## src/rtl/regfile_arbiter_if.sv

```systemverilog
// Bundle carrying both requester ports (A = UART command path, B = on-chip
// sequencer) and the single config-regfile access port.
// slave  : arbiter view.  master : requester/regfile environment view.
interface regfile_arbiter_if;
    logic       a_req, a_we;
    logic [7:0] a_addr, a_wdata;
    logic       a_gnt, a_rvalid, a_err;
    logic [7:0] a_rdata;

    logic       b_req, b_we;
    logic [7:0] b_addr, b_wdata;
    logic       b_gnt, b_rvalid, b_err;
    logic [7:0] b_rdata;

    logic       rf_write, rf_read;
    logic [7:0] rf_write_addr, rf_write_data, rf_read_addr;
    logic [7:0] rf_read_data;

    modport slave (
        input  a_req, a_we, a_addr, a_wdata,
        input  b_req, b_we, b_addr, b_wdata,
        input  rf_read_data,
        output a_gnt, a_rvalid, a_err, a_rdata,
        output b_gnt, b_rvalid, b_err, b_rdata,
        output rf_write, rf_read, rf_write_addr, rf_write_data, rf_read_addr
    );

    modport master (
        output a_req, a_we, a_addr, a_wdata,
        output b_req, b_we, b_addr, b_wdata,
        output rf_read_data,
        input  a_gnt, a_rvalid, a_err, a_rdata,
        input  b_gnt, b_rvalid, b_err, b_rdata,
        input  rf_write, rf_read, rf_write_addr, rf_write_data, rf_read_addr
    );
endinterface

```

## src/rtl/regfile_arbiter.sv

```systemverilog
// regfile_arbiter: shares the single config regfile port between requester A
// (UART) and requester B (sequencer). One access in flight at a time:
//   IDLE -> ACCESS -> IDLE (write) | ACCESS -> CAPTURE -> IDLE (read).
// All outputs are registered. Out-of-range addresses (>= NUMREGS) never write
// the regfile and return 8'h00 with err.
// Optional feature macro ARB_LOCK_EN: b_lock sampled in IDLE gives B exclusive
// ownership; without the macro b_lock is ignored.
module regfile_arbiter #(
    parameter int NUMREGS   = 16,
    parameter int FIXED_PRI = 0
) (
    input  logic             clk,
    input  logic             reset_n,
    input  logic             b_lock,
    regfile_arbiter_if.slave bus
);
    typedef enum logic [1:0] {IDLE, ACCESS, CAPTURE} state_t;

    localparam logic [8:0] ADDR_LIM = 9'(NUMREGS);

    state_t     state;
    logic       last_b;     // 1: B won the most recent unlocked grant
    logic       cmd_b;      // winner of the access in flight
    logic       cmd_we;
    logic       cmd_oor;

    logic       lock_on;
    logic       any_req;
    logic       pick_b;
    logic       sel_we;
    logic       sel_oor;
    logic [7:0] sel_addr;
    logic [7:0] sel_wdata;

`ifdef ARB_LOCK_EN
    assign lock_on = b_lock;
`else
    logic unused_b_lock;
    assign unused_b_lock = b_lock;
    assign lock_on       = 1'b0;
`endif

    // Winner selection and command mux for the IDLE decision
    always_comb begin
        any_req = lock_on ? bus.b_req : (bus.a_req | bus.b_req);
        if (lock_on)
            pick_b = 1'b1;
        else if (bus.a_req && bus.b_req)
            pick_b = (FIXED_PRI == 0) && !last_b;
        else
            pick_b = bus.b_req;
        sel_we    = pick_b ? bus.b_we    : bus.a_we;
        sel_addr  = pick_b ? bus.b_addr  : bus.a_addr;
        sel_wdata = pick_b ? bus.b_wdata : bus.a_wdata;
        sel_oor   = {1'b0, sel_addr} >= ADDR_LIM;
    end

    // Access FSM with registered handshake and regfile-side outputs
    always_ff @(posedge clk or negedge reset_n) begin
        if (!reset_n) begin
            state             <= IDLE;
            last_b            <= 1'b1;
            cmd_b             <= 1'b0;
            cmd_we            <= 1'b0;
            cmd_oor           <= 1'b0;
            bus.a_gnt         <= 1'b0;
            bus.b_gnt         <= 1'b0;
            bus.a_rvalid      <= 1'b0;
            bus.b_rvalid      <= 1'b0;
            bus.a_err         <= 1'b0;
            bus.b_err         <= 1'b0;
            bus.a_rdata       <= 8'h00;
            bus.b_rdata       <= 8'h00;
            bus.rf_write      <= 1'b0;
            bus.rf_read       <= 1'b0;
            bus.rf_write_addr <= 8'h00;
            bus.rf_write_data <= 8'h00;
            bus.rf_read_addr  <= 8'h00;
        end else begin
            // handshake strobes are single-cycle pulses
            bus.a_gnt    <= 1'b0;
            bus.b_gnt    <= 1'b0;
            bus.a_rvalid <= 1'b0;
            bus.b_rvalid <= 1'b0;
            bus.a_err    <= 1'b0;
            bus.b_err    <= 1'b0;
            case (state)
                IDLE: begin
                    if (any_req) begin
                        state   <= ACCESS;
                        cmd_b   <= pick_b;
                        cmd_we  <= sel_we;
                        cmd_oor <= sel_oor;
                        // locked grants leave the round-robin pointer alone
                        if (!lock_on)
                            last_b <= pick_b;
                        if (pick_b) begin
                            bus.b_gnt <= 1'b1;
                            bus.b_err <= sel_we && sel_oor;
                        end else begin
                            bus.a_gnt <= 1'b1;
                            bus.a_err <= sel_we && sel_oor;
                        end
                        bus.rf_write      <= sel_we && !sel_oor;
                        bus.rf_read       <= !sel_we;
                        bus.rf_write_addr <= sel_addr;
                        bus.rf_write_data <= sel_wdata;
                        bus.rf_read_addr  <= sel_addr;
                    end
                end
                ACCESS: begin
                    if (cmd_we) begin
                        state             <= IDLE;
                        bus.rf_write      <= 1'b0;
                        bus.rf_write_addr <= 8'h00;
                        bus.rf_write_data <= 8'h00;
                        bus.rf_read_addr  <= 8'h00;
                    end else begin
                        state <= CAPTURE;   // rf_read and address stay up
                    end
                end
                CAPTURE: begin
                    state <= IDLE;
                    if (cmd_b) begin
                        bus.b_rdata  <= cmd_oor ? 8'h00 : bus.rf_read_data;
                        bus.b_rvalid <= 1'b1;
                        bus.b_err    <= cmd_oor;
                    end else begin
                        bus.a_rdata  <= cmd_oor ? 8'h00 : bus.rf_read_data;
                        bus.a_rvalid <= 1'b1;
                        bus.a_err    <= cmd_oor;
                    end
                    bus.rf_read       <= 1'b0;
                    bus.rf_write_addr <= 8'h00;
                    bus.rf_write_data <= 8'h00;
                    bus.rf_read_addr  <= 8'h00;
                end
                default: state <= IDLE;
            endcase
        end
    end
endmodule
```

## src/flat_wrapper.sv

```systemverilog
// flat-port wrapper written by rule: the top's interface ports become plain ports
module regfile_arbiter_flat 
#(
    parameter int NUMREGS   = 16,
    parameter int FIXED_PRI = 0
)
  (clk, reset_n, b_lock, bus_a_req, bus_a_we, bus_a_addr, bus_a_wdata, bus_b_req, bus_b_we, bus_b_addr, bus_b_wdata, bus_rf_read_data, bus_a_gnt, bus_a_rvalid, bus_a_err, bus_a_rdata, bus_b_gnt, bus_b_rvalid, bus_b_err, bus_b_rdata, bus_rf_write, bus_rf_read, bus_rf_write_addr, bus_rf_write_data, bus_rf_read_addr);
  regfile_arbiter_if bus_i ();
  input  logic clk;
  input  logic reset_n;
  input  logic b_lock;
  input wire logic [$bits(bus_i.a_req)-1:0] bus_a_req;
  input wire logic [$bits(bus_i.a_we)-1:0] bus_a_we;
  input wire logic [$bits(bus_i.a_addr)-1:0] bus_a_addr;
  input wire logic [$bits(bus_i.a_wdata)-1:0] bus_a_wdata;
  input wire logic [$bits(bus_i.b_req)-1:0] bus_b_req;
  input wire logic [$bits(bus_i.b_we)-1:0] bus_b_we;
  input wire logic [$bits(bus_i.b_addr)-1:0] bus_b_addr;
  input wire logic [$bits(bus_i.b_wdata)-1:0] bus_b_wdata;
  input wire logic [$bits(bus_i.rf_read_data)-1:0] bus_rf_read_data;
  output wire logic [$bits(bus_i.a_gnt)-1:0] bus_a_gnt;
  output wire logic [$bits(bus_i.a_rvalid)-1:0] bus_a_rvalid;
  output wire logic [$bits(bus_i.a_err)-1:0] bus_a_err;
  output wire logic [$bits(bus_i.a_rdata)-1:0] bus_a_rdata;
  output wire logic [$bits(bus_i.b_gnt)-1:0] bus_b_gnt;
  output wire logic [$bits(bus_i.b_rvalid)-1:0] bus_b_rvalid;
  output wire logic [$bits(bus_i.b_err)-1:0] bus_b_err;
  output wire logic [$bits(bus_i.b_rdata)-1:0] bus_b_rdata;
  output wire logic [$bits(bus_i.rf_write)-1:0] bus_rf_write;
  output wire logic [$bits(bus_i.rf_read)-1:0] bus_rf_read;
  output wire logic [$bits(bus_i.rf_write_addr)-1:0] bus_rf_write_addr;
  output wire logic [$bits(bus_i.rf_write_data)-1:0] bus_rf_write_data;
  output wire logic [$bits(bus_i.rf_read_addr)-1:0] bus_rf_read_addr;
  assign bus_i.a_req = bus_a_req;
  assign bus_i.a_we = bus_a_we;
  assign bus_i.a_addr = bus_a_addr;
  assign bus_i.a_wdata = bus_a_wdata;
  assign bus_i.b_req = bus_b_req;
  assign bus_i.b_we = bus_b_we;
  assign bus_i.b_addr = bus_b_addr;
  assign bus_i.b_wdata = bus_b_wdata;
  assign bus_i.rf_read_data = bus_rf_read_data;
  assign bus_a_gnt = bus_i.a_gnt;
  assign bus_a_rvalid = bus_i.a_rvalid;
  assign bus_a_err = bus_i.a_err;
  assign bus_a_rdata = bus_i.a_rdata;
  assign bus_b_gnt = bus_i.b_gnt;
  assign bus_b_rvalid = bus_i.b_rvalid;
  assign bus_b_err = bus_i.b_err;
  assign bus_b_rdata = bus_i.b_rdata;
  assign bus_rf_write = bus_i.rf_write;
  assign bus_rf_read = bus_i.rf_read;
  assign bus_rf_write_addr = bus_i.rf_write_addr;
  assign bus_rf_write_data = bus_i.rf_write_data;
  assign bus_rf_read_addr = bus_i.rf_read_addr;
  regfile_arbiter #(.NUMREGS(NUMREGS), .FIXED_PRI(FIXED_PRI)) u_core (.clk(clk), .reset_n(reset_n), .b_lock(b_lock), .bus(bus_i));
endmodule
```

## config.mk

```make
export PLATFORM = sky130hd
export DESIGN_NAME = regfile_arbiter_flat
export DESIGN_NICKNAME = d
export VERILOG_FILES = /design/src/rtl/regfile_arbiter_if.sv /design/src/rtl/regfile_arbiter.sv /design/src/flat_wrapper.sv
export SDC_FILE = /design/constraint.sdc
export NUM_CORES = 1
export LEC_CHECK = 0
export BUFFER_PORTS_ARGS = -buffer_cell sky130_fd_sc_hd__buf_2
export CELL_PAD_IN_SITES_DETAIL_PLACEMENT = 1
export CELL_PAD_IN_SITES_GLOBAL_PLACEMENT = 1
export CORE_MARGIN = 3
export CORE_UTILIZATION = 31
export DETAILED_ROUTE_END_ITERATION = 8
export GPL_TIMING_DRIVEN = 0
export PLACE_DENSITY_LB_ADDON = 0.1
export SLEW_MARGIN = 20
export SYNTH_ARGS = -nofsm -noshare
export SYNTH_HDL_FRONTEND = slang
export SYNTH_SLANG_ARGS = --single-unit
```

## constraint.sdc

```tcl
create_clock -name clk -period 2.15 [get_ports clk]
set_clock_uncertainty 0.2 [all_clocks]
set_input_delay 0.1075 -clock clk [delete_from_list [all_inputs] [get_ports clk]]
set_output_delay 0.1075 -clock clk [all_outputs]
set_load 0.03 [all_outputs]
```

==> run summary <==
The sum of net half-perimeters after detailed placement is 4310 um. The startpoint identified for the worst hold timing path is bus_b_req. The number of instances in the synthesized netlist came out at 201. The signal on the critical path passes through inv_2 > ha_4 > nor3b_4 > or3_4 > or2_1 > buf_6 > buf_16 > o21ai_2.

The placer congestion estimate came out at 0.688. The mean instance size in the synthesized netlist is 10.5 sq um. The longest clock path from root to sink contains 2 buffers. The max-cap check violation count came out at 0. Summing the areas of all compound-gate instances in the mapped netlist gives 13.5% of the synthesized area. The shortest period the worst path allows came out at 2090 ps. Yosys mapped a number of flops with a built-in enable equal to 0.

The placement row count came out at 29. The first-pass iteration count of the detailed router came out at 4. Counting instances, the worst hold path has a depth of 3. The clock net in this run drives a total of 46 sinks. The total I/O pin count is 95.

The routed wire length per instance came out at 14.8 um. The count of buffers from port buffering came out at 93. For this run, the register share of the synthesized area comes to 54.4%. The filler cells instantiated in the layout total 743. Derived from the worst setup path, the maximum achievable clock frequency is 479 MHz. Yosys instantiated no cell more often than dfrtp_1. TritonCTS built the clock tree.

The total global-route track usage came out at 17.3%. The critical path's largest stage delay is 400 ps. The clock latency on the worst-skew pair is 300 ps. The clock tree synthesis step divided the H-tree into 2 levels. The total of flip-flops plus latches after synthesis came out at 46.

STA classifies the critical path startpoint as a flop. The global-route wire length before repair came out at 10,500 um. The final cell utilization of the core is 52.6%. The register-to-register setup slack is 60 ps. The final antenna-violating net count came out at 0. Summed over all failing endpoints, the final setup total negative slack is 0 ps. The number of warnings printed during yosys synthesis is 0. Summed over all cells, the static leakage comes to 1.76 nW. Sorting the synthesized cells by area gives the leading types as dfrtp_1, mux2i_1, nand2_1.

The count of pins over their slew limit is 0. The core area is 0.00649 sq mm. The share of final-layout standard cells stronger than drive strength 1 is 42.7%. The simple-gate area share of the yosys netlist is 14.0%. The element type at the critical path end is a flop. In this run the worst setup path begins at u_core.state[0]. For the worst setup path, the data arrival time is 2120 ps. The flow ran to the end, and the final reports show no timing, DRC or antenna violations. The part of the cycle the worst path needs is 97.0%. The most frequently used flop master after synthesis is dfrtp_1. The die covers 0.00786 sq mm.

The cell sitting at the root of the clock tree is a clkbuf_8. The routed layout has 1,990 vias. The biggest area contributor in the post-synthesis netlist is dfrtp_1.

The power density over the cells came out at 1440 mW/mm^2. The worst slew slack as a fraction of its limit is 59.4%. The multi-input gate area in the final layout is 885 sq um. The die is 88.6 um tall. The growth of design area from synthesis to finish is 61.3%. The number of different library cells used by synthesis comes to 32.

The number of nets in the synthesized netlist came out at 252. After synthesis, the share of flip-flops with an asynchronous set or reset is 100%. The share of the synthesized netlist area taken by xor and xnor gates is 0%.

The worst voltage drop across the vdd grid is 0.653 mV. The adder and majority cell fraction of the synthesized area came out at 2.36%. The final count of hold timing violations came out at 0. The area of all sequential standard cells came out at 0.00115 sq mm. The setup-violating endpoint count in the final report came out at 0.

Clock-pin slew was measured on the worst setup and hold paths at 90 ps. The top cell type by area accounts for 53.2% of the synthesized area. The highest net fanout along the worst path came out at 5. In this run the critical register-to-register path is captured at u_core.bus.rf_write_addr[2]. The sum of routed wire length over all layers is 6410 um.

The number of antenna cells inserted is 0. Using the TritonRoute via totals, the vias-per-cell ratio works out to 4.60. The final net count is 406.

The total CTS buffers is 5. The logic depth of the worst register-to-register path came out at 8. The via count of the first global-routing pass is 2,115. The number of buffer and inverter stages on the critical path is 3. The multiplexer fraction of the synthesized cell area is 8.57%. The number of remaining DRC errors is 0. The cell family contributing the most delay on the critical path is simple AND/OR/NAND/NOR gates. The transition time at the pin with the least slew margin came out at 604 ps. The maximum number of pins on one net before global-route repair came out at 47.

The path class of the tightest hold or removal check is in2reg. The first routing iteration left 44 violations. The global route total overflow is 0. The summed instance area of the synthesized netlist came out at 0.00212 sq mm. The slowest stage of the critical path is the dfrtp_1 cell. The startpoint identified for the worst register-to-register timing path is u_core.state[0]. The effective utilization at floorplan came out at 32.6%. The worst hold path endpoint is u_core.state[1]. By area, the combinational part of the netlist is dominated by simple AND/OR/NAND/NOR gates. Setup repair after global routing could not meet its margin everywhere. The critical path is of the reg2reg type. The number of antenna violations at the first check in global routing came to 0. The required time at the worst-slack endpoint came out at 2180 ps. The chip width came out at 88.6 um.

Sorting the synthesized cells by how often they occur yields dfrtp_1, nand2_1, o21ai_0.
==> sequential cells by signal (all words and copies together), names as in the netlist <==
| name | flops |
|---|---|
| u_core.bus.rf_read | 1 |
| u_core.last_b | 1 |
| u_core.bus.rf_write | 1 |
| u_core.cmd_oor | 1 |
| u_core.cmd_b | 1 |
| u_core.bus.b_rdata | 8 |
| u_core.state | 2 |
| u_core.bus.rf_write_addr | 8 |
| u_core.cmd_we | 1 |
| u_core.bus.a_rdata | 8 |
| u_core.bus.b_err | 1 |
| u_core.bus.a_err | 1 |
| u_core.bus.a_rvalid | 1 |
| u_core.bus.b_gnt | 1 |
| u_core.bus.b_rvalid | 1 |
| u_core.bus.a_gnt | 1 |
| u_core.bus.rf_write_data | 8 |
==> cells in the final DEF, fill, tap and decap left out, types with 2 or more instances in the layout <==
master and n:
buf_6 4, buf_2 94, nor2_1 4, buf_4 15, clkbuf_2 3, ha_1 2
clkbuf_8 5, dlygate4sd3_1 46, inv_2 2, nand2b_1 9, a31oi_1 2, mux2i_1 17
inv_1 3, nand2_1 43, o21ai_2 15, dfrtp_1 45, ha_4 2, clkinv_2 2
o21ai_0 20, o31ai_1 3
==> kinds of logic after synthesis <==
| family | after synthesis |
|---|---|
| AO/OA/AOI/OAI | 46 |
| multiplexers | 18 |
| adder cells (fa/ha/maj) | 4 |
| AND/OR/NAND/NOR | 64 |
| flip-flops | 46 |
| buffers and inverters | 23 |
==> per-stage QoR <==
step / area (sq um) / hold slack, ps / total power [mW] / instances / setup slack [ps]
floorplan: 2130 / -388 / 3.13 / 201 / -71.3
global placement: 2690 / 156 / 3.78 / 371 / -197
detailed placement: 2690 / 157 / 3.83 / 371 / -209
CTS: 3370 / 43.9 / 4.88 / 433 / -26.3
global route: 3420 / 68.0 / 5.26 / 433 / -31.1
finish: 3420 / 54.2 / 4.91 / 433 / 64.1
==> power breakdown <==
group          switching (mW)  internal (mW)
sequential              0.207           1.22
clock                   0.302          0.343
combinational            1.68           1.15
total                    2.19           2.72
==> routing by layer <==
layer | up-vias | routed length [um] | track usage [%]
met1 | 956 | 2850 | 21.8
met3 | 7 | 252 | 3.17
met5 | - | 0 | 0
met4 | 0 | 65 | 4.12
met2 | 51 | 3250 | 30.5
li1 | 976 | - | -
==> repair_timing <==
action                     in CTS  in global routing
setup endpoints to repair      16                 23
pin swaps                       2                  8
hold endpoints to repair       81                  0
cloned                          1                  0
resized for setup              14                 17
setup buffers                   8                  1
hold buffers                   46                  0
==> worst max path at each step <==
| stage | to | depth (start not counted) |
|---|---|---|
| final | u_core.bus.rf_write_addr[2] | 8 |
| after global routing | u_core.bus.rf_write_addr[2] | 8 |
| after CTS | u_core.bus.rf_write_data[2] | 9 |
| after detailed placement | u_core.bus.rf_write_addr[5] | 10 |
| after global placement | u_core.bus.rf_write_addr[2] | 10 |
| after floorplan | u_core.bus.rf_write_data[6] | 10 |
==> worst reg2reg max path, delay by kind of cell (launching register included) <==
kind | cells | cell delay [ps]
adders and majority gates | 1 | 170
and+or+nand+nor | 3 | 780
buffers and inverters | 3 | 370
DFF | 1 | 400
AOI/OAI and AO/OA | 1 | 120
==> cell type report <==
| type | instances | share of cell area (%) |
|---|---|---|
| Multi-Input combinational cell | 132 | 25.9 |
| Clock buffer | 5 | 2.01 |
| Timing Repair Buffer | 149 | 30.3 |
| Inverter | 5 | 0.549 |
| Sequential cell | 46 | 33.7 |
| Buffer | 16 | 3.52 |
| Clock inverter | 3 | 1.17 |
| Tap cell | 77 | 2.82 |
Note: power is estimated with default switching activity, not from simulation.
